[src/rtl/mdu_iterativo_pkg.sv]
// Shared definitions for the iterative multiply/divide unit: operation codes,
// FSM states and default sizing.
package mdu_iterativo_pkg;

  localparam int DEF_WIDTH  = 32;
  localparam int DEF_ADDR_W = 5;

  typedef enum logic [1:0] {
    OP_MULU  = 2'b00,
    OP_MULHU = 2'b01,
    OP_DIVU  = 2'b10,
    OP_REMU  = 2'b11
  } op_e;

  typedef enum logic [1:0] {
    S_IDLE = 2'b00,
    S_RUN  = 2'b01,
    S_DONE = 2'b10
  } state_e;

endpackage

[src/rtl/mdu_iterativo_step.sv]
// One iteration of the MDU datapath: a shift-add multiply step or a restoring
// divide step over the {hi, lo} accumulator pair. Purely combinational.
module mdu_step
  import mdu_iterativo_pkg::*;
#(
  parameter int WIDTH = DEF_WIDTH
) (
  input  logic             is_div_i,
  input  logic [WIDTH-1:0] hi_i,
  input  logic [WIDTH-1:0] lo_i,
  input  logic [WIDTH-1:0] opnd_i,
  output logic [WIDTH-1:0] hi_o,
  output logic [WIDTH-1:0] lo_o
);

  logic [WIDTH:0]   mul_sum;
  logic [WIDTH:0]   rem_sh;
  logic             no_borrow;
  logic [WIDTH-1:0] rem_next;

  // Multiply: conditionally add the multiplicand into the upper half, keeping the carry.
  assign mul_sum = {1'b0, hi_i} + (lo_i[0] ? {1'b0, opnd_i} : {(WIDTH+1){1'b0}});

  // Divide: the (WIDTH+1)-bit shifted remainder is always below twice the divisor,
  // so a successful trial subtraction always fits back into WIDTH bits.
  assign rem_sh    = {hi_i, lo_i[WIDTH-1]};
  assign no_borrow = rem_sh >= {1'b0, opnd_i};
  assign rem_next  = no_borrow ? (rem_sh[WIDTH-1:0] - opnd_i) : rem_sh[WIDTH-1:0];

  assign hi_o = is_div_i ? rem_next : mul_sum[WIDTH:1];
  assign lo_o = is_div_i ? {lo_i[WIDTH-2:0], no_borrow} : {mul_sum[0], lo_i[WIDTH-1:1]};

endmodule

[src/rtl/mdu_iterativo.sv]
// Iterative unsigned multiply/divide unit feeding the register file write port.
// One bit per clock, then a single-cycle write-back beat.
module mdu_iterativo
  import mdu_iterativo_pkg::*;
#(
  parameter int WIDTH  = DEF_WIDTH,
  parameter int ADDR_W = DEF_ADDR_W
) (
  input  logic              clk,
  input  logic              rst,
  input  logic              start,
  input  logic [1:0]        op,
  input  logic [WIDTH-1:0]  a,
  input  logic [WIDTH-1:0]  b,
  input  logic [ADDR_W-1:0] rd,
  output logic              busy,
  output logic              wb_en,
  output logic [ADDR_W-1:0] wb_addr,
  output logic [WIDTH-1:0]  wb_data,
  output logic              div_zero
);

  localparam int CNT_W = $clog2(WIDTH) + 1;

  state_e            state_q;
  op_e               op_q;
  logic [ADDR_W-1:0] rd_q;
  logic [WIDTH-1:0]  opnd_q;
  logic [WIDTH-1:0]  hi_q;
  logic [WIDTH-1:0]  lo_q;
  logic [CNT_W-1:0]  cnt_q;
  logic              busy_q;
  logic              wb_en_q;
  logic [ADDR_W-1:0] wb_addr_q;
  logic [WIDTH-1:0]  wb_data_q;
  logic              div_zero_q;

  logic [WIDTH-1:0]  step_hi;
  logic [WIDTH-1:0]  step_lo;
  logic [WIDTH-1:0]  result_d;

  mdu_step #(.WIDTH(WIDTH)) u_step (
    .is_div_i (op_q[1]),
    .hi_i     (hi_q),
    .lo_i     (lo_q),
    .opnd_i   (opnd_q),
    .hi_o     (step_hi),
    .lo_o     (step_lo)
  );

  // After the last step, hi holds the product high word / remainder and lo holds
  // the product low word / quotient.
  always_comb begin
    // NOTE: every always_comb output gets a default first so no path can infer a latch.
    result_d = step_lo;
    case (op_q)
      OP_MULHU, OP_REMU: result_d = step_hi;
      default:           result_d = step_lo;
    endcase
  end

  // NOTE: all state here uses non-blocking assignments so every register samples
  // pre-edge values regardless of statement order.
  always_ff @(posedge clk) begin
    if (rst) begin
      state_q    <= S_IDLE;
      op_q       <= OP_MULU;
      rd_q       <= '0;
      opnd_q     <= '0;
      hi_q       <= '0;
      lo_q       <= '0;
      cnt_q      <= '0;
      busy_q     <= 1'b0;
      wb_en_q    <= 1'b0;
      wb_addr_q  <= '0;
      wb_data_q  <= '0;
      div_zero_q <= 1'b0;
    end else begin
      case (state_q)
        S_IDLE: begin
          if (start) begin
            op_q   <= op_e'(op);
            rd_q   <= rd;
            opnd_q <= op[1] ? b : a;
            hi_q   <= '0;
            lo_q   <= op[1] ? a : b;
            cnt_q  <= '0;
            busy_q <= 1'b1;
            if (op[1] && (b == '0)) begin
              // Divide by zero skips iteration: quotient all ones, remainder = dividend.
              state_q    <= S_DONE;
              wb_en_q    <= 1'b1;
              wb_addr_q  <= rd;
              wb_data_q  <= op[0] ? a : '1;
              div_zero_q <= 1'b1;
            end else begin
              state_q <= S_RUN;
            end
          end
        end
        S_RUN: begin
          hi_q  <= step_hi;
          lo_q  <= step_lo;
          cnt_q <= cnt_q + 1'b1;
          if (cnt_q == CNT_W'(WIDTH - 1)) begin
            state_q    <= S_DONE;
            wb_en_q    <= 1'b1;
            wb_addr_q  <= rd_q;
            wb_data_q  <= result_d;
            div_zero_q <= 1'b0;
          end
        end
        S_DONE: begin
          state_q    <= S_IDLE;
          busy_q     <= 1'b0;
          wb_en_q    <= 1'b0;
          div_zero_q <= 1'b0;
        end
        default: begin
          state_q    <= S_IDLE;
          busy_q     <= 1'b0;
          wb_en_q    <= 1'b0;
          div_zero_q <= 1'b0;
        end
      endcase
    end
  end

  assign busy     = busy_q;
  assign wb_en    = wb_en_q;
  assign wb_addr  = wb_addr_q;
  assign wb_data  = wb_data_q;
  assign div_zero = div_zero_q;

endmodule

[config.mk]
export PLATFORM = sky130hd
export DESIGN_NAME = mdu_iterativo
export DESIGN_NICKNAME = d
export VERILOG_FILES = /design/src/rtl/mdu_iterativo_pkg.sv /design/src/rtl/mdu_iterativo_step.sv /design/src/rtl/mdu_iterativo.sv
export SDC_FILE = /design/constraint.sdc
export NUM_CORES = 1
export LEC_CHECK = 0
export CAP_MARGIN = 20
export CORE_UTILIZATION = 39
export CTS_CLUSTER_SIZE = 40
export DETAILED_ROUTE_END_ITERATION = 8
export SLEW_MARGIN = 10
export SYNTH_ARGS = -nofsm -noshare
export SYNTH_HDL_FRONTEND = slang
export SYNTH_HIERARCHICAL = 1
export SYNTH_SLANG_ARGS = --single-unit
export TNS_END_PERCENT = 30
[constraint.sdc]
create_clock -name clk -period 4.2 [get_ports clk]
set_input_delay 1.05 -clock clk [delete_from_list [all_inputs] [get_ports clk]]
set_output_delay 1.05 -clock clk [all_outputs]
set_load 0.01 [all_outputs]
==> results.md <==
* FF-to-FF setup slack at 0.07 ns
* Post-CTS setup buffers at 0
* Syn-to-layout area delta at 19.80%
* Synth Flop Type: dfxtp_1
* Fin. Hold Viols at 0
* IO Pins at 114
* Root buf cell: clkbuf_16
* DRC at 0
* CP startpoint kind: register
* Core Util, Final at 0.4768
* Sequential cell area fraction in the yosys report at 0.2549
* Core ar. at 0.02980 mm²
* Total track usage at 0.2492
* Antenna-violating nets left at 0
* Sequential Area at 0.003025 mm²
* Synth area leaders: dfxtp_1 25%, mux2i_1 13%, ha_1 6.9%, a21oi_1 5.3%, nor2_1 4.7%
* WL/cell at 19.70 µm
* Crit. End Element: register
* Initial antenna violation count at 0
* Port Buf Inserts at 113
* Sw Ratio at 0.3217
* Max-Cap Viols at 0
* Relative slew slack at 0.4053
* Hold Crit Start: rd_q[3]
* Worst Hold Class: register to register
* Syn_area_per_cell at 8.002 µm²
* Worst-path fanout max at 23
* Vias/cell at 5.759
* Peak VDD IR at 0.3001 mV
* Combinational share of power at 0.270
* Seq cells post-synth at 151
* Pre-CTS WS at 0.1415 ns
* TritonCTS clock tree: built
* Worst hold margin at 0.4544 ns
* Top cell type by total area after synthesis: dfxtp_1
* Status: finished clean
* Clock Skew at 0.008772 ns
* Vias in the first global route at 10800
* Worst slew pin tran at 0.8910 ns
* Worst EP required at 4.56 ns
* Period minus WS final at 4.126 ns
* Crit path DAT at 4.48 ns
* Cts repair resizes at 0
* Hold EP: rd_q[3]
* Syn. warnings at 6
* Lkg Pwr at 6.157 nW
* Max clock buf depth at 2
* Die W at 176.4 µm
* Clk Latency, worst-skew pair at 0.43 ns
* Final-layout fill cell count at 2978
* Nets at 1710
* Num Clock Sinks at 151
* Synth top area share at 0.2549
* Pwr Total at 4.347 mW
* Ratio of cells with drive above 1 in the final layout at 0.08797
* Max Slew Vio Count at 0
* Area of the multi-input gates at 0.008247 mm²
* Via count at 11350
* First-pass GRT wire length at 61040 µm
* CTS H-tree depth at 4
* Largest net degree at the start of global routing at 86
* Die height at 176.4 µm
* Fin crit share at 0.9825
* Setup WS post-layout at 0.07365 ns
* R2r startpoint: opnd_q[8]
* R2r endpoint: wb_data[15]
* FP Rows at 63
* Post-synth EDFFs at 0
* Iteration-0 DRC count of the detailed router at 767
* Total global routing overflow at 0
* Internal power at 2.949 mW
* Worst hold stages at 2
* Reg clk slew, reported paths at 0.06 ns
* Cells after synthesis at 1482
* Post-Syn Nets at 1623
* Syn Std Cell Area at 0.01186 mm²
* Clock power frac at 0.369
* Antenna diode count at 0
* Synth async-reset ratio at 0
* Setup_tns at 0 ns
* # setup viols final at 0
* Die ar. at 0.03111 mm²
* GP Congestion at 0.9161
* Detailed Place HPWL at 27860 µm
* Fmax at 0.2423 GHz
* CTS buffer count at 17
* Post-Route WL at 38800 µm
* Synth cell types at 63
* RSZ-0062 raised after global routing: true
* Initial core utilization at 0.3980
* Hold buffer count at cts at 0
* Critical path class: register to register
* Sequential fraction of design power at 0.360
* Switching pwr at 1.398 mW
* Cells on worst reg2reg path at 15
* P per Cell Area at 306.0 mW/mm²
* First drt pass iteration count at 5
==> area by class of cell <==
class                      instances  share of cell area
multi-input combinational       1176              0.5804
sequential                       151              0.2129
timing repair buffer             173              0.1174
tap                              390             0.03435
clock buffer                      19             0.03118
inverter                          50             0.01321
clock inverter                    11             0.01048
==> worst max-delay path, stage by stage, from the launching register on <==
cell and delay (ns):
dfxtp_1 0.37, inv_1 0.06, ha_1 0.36, and3_1 0.24, nand4_1 0.13, a21o_1 0.21, a211o_1 0.33, a2111o_1 0.42
a211oi_4 0.40, nor2_4 0.13, buf_12 0.20, a2111o_1 0.45, a22oi_2 0.21, mux2i_1 0.11, a211o_1 0.30, mux2i_1 0.13
==> cells by family after synthesis <==
kind of cell,Yosys count,synth area share
multiplexers,194,0.1677
flip-flops,151,0.2549
XOR/XNOR,55,0.04062
adder cells (fa/ha/maj),67,0.07196
AND/OR/NAND/NOR,484,0.1986
buffers and inverters,155,0.05423
AO/OA/AOI/OAI,376,0.2121
==> synth_stat cells (3+ instances only) <==
master	count
a2111o_1	3
a211o_1	36
a211oi_1	41
a21o_1	31
a21oi_1	126
a221oi_1	33
a22oi_1	4
a31oi_1	14
and2_1	32
and3_1	6
buf_1	8
buf_2	25
buf_6	4
clkbuf_1	68
dfxtp_1	151
ha_1	65
inv_1	50
mux2_1	6
mux2_2	31
mux2i_1	157
nand2_1	108
nand2b_1	35
nand3_1	54
nand4_1	12
nor2_1	150
nor2b_1	15
nor3_1	17
nor3b_1	33
nor4_1	9
o21a_1	10
o21ai_0	44
o21bai_1	9
o31ai_1	4
or2_2	3
or3_1	4
xnor2_1	31
xor2_1	24
==> flip-flops by register name (all words and copies together) (netlist names) <==
register / flops
hi_q: 32
lo_q: 32
opnd_q: 32
wb_data: 32
cnt_q: 6
rd_q: 5
wb_addr: 5
op_q: 2
state_q: 2
busy: 1
div_zero: 1
wb_en: 1
==> power groups by stage <==
stage                     clock, mW  sequential [mW]  combinational (mW)
after floorplan                   0             1.57               0.778
after global routing           1.68             1.57                1.27
after CTS                      1.64             1.57                1.15
after detailed placement          0             1.60                1.14
final                          1.61             1.57                1.18
after global placement            0             1.60                1.13
==> layer usage <==
metal	global-route usage	share of wire
met1	0.3624	0.49
met5	0	0
met3	0.05039	0.066
met2	0.3704	0.42
met4	0.06430	0.016
==> cells in the final DEF (no fill, tap or decap), drive strengths merged, types with 3 or more instances in the layout <==
master / count
a2111o: 3
a211o: 36
a211oi: 42
a21o: 31
a21oi: 126
a221oi: 33
a22oi: 5
a31oi: 14
and2: 32
and3: 6
buf: 62
bufinv: 3
clkbuf: 19
clkdlybuf4s50: 111
clkinv: 3
clkinvlp: 3
dfxtp: 151
ha: 65
inv: 52
mux2: 37
mux2i: 157
nand2: 108
nand2b: 35
nand3: 54
nand4: 12
nor2: 150
nor2b: 15
nor3: 18
nor3b: 33
nor4: 9
nor4b: 3
o21a: 10
o21ai: 45
o21bai: 9
o31ai: 4
or2: 4
or3: 4
xnor2: 31
xor2: 24
==> through the flow <==
stage / cells / instance area (µm²)
6_report: 1970 / 14210
5_1_grt: 1970 / 14210
4_1_cts: 1969 / 14180
3_5_place_dp: 1939 / 13590
3_3_place_gp: 1939 / 13590
2_1_floorplan: 1482 / 11860
==> how the worst max path moves through the flow <==
stage,start,end,slack (ns),cells after the start
after floorplan,opnd_q[9],wb_data[15],0.72,15
after global placement,opnd_q[8],wb_data[15],0.23,15
after detailed placement,opnd_q[8],wb_data[15],0.14,15
after CTS,opnd_q[8],wb_data[15],0.11,15
after global routing,opnd_q[8],wb_data[15],-0.06,15
final,opnd_q[8],wb_data[15],0.07,15
(Power assumes the default switching activity.)
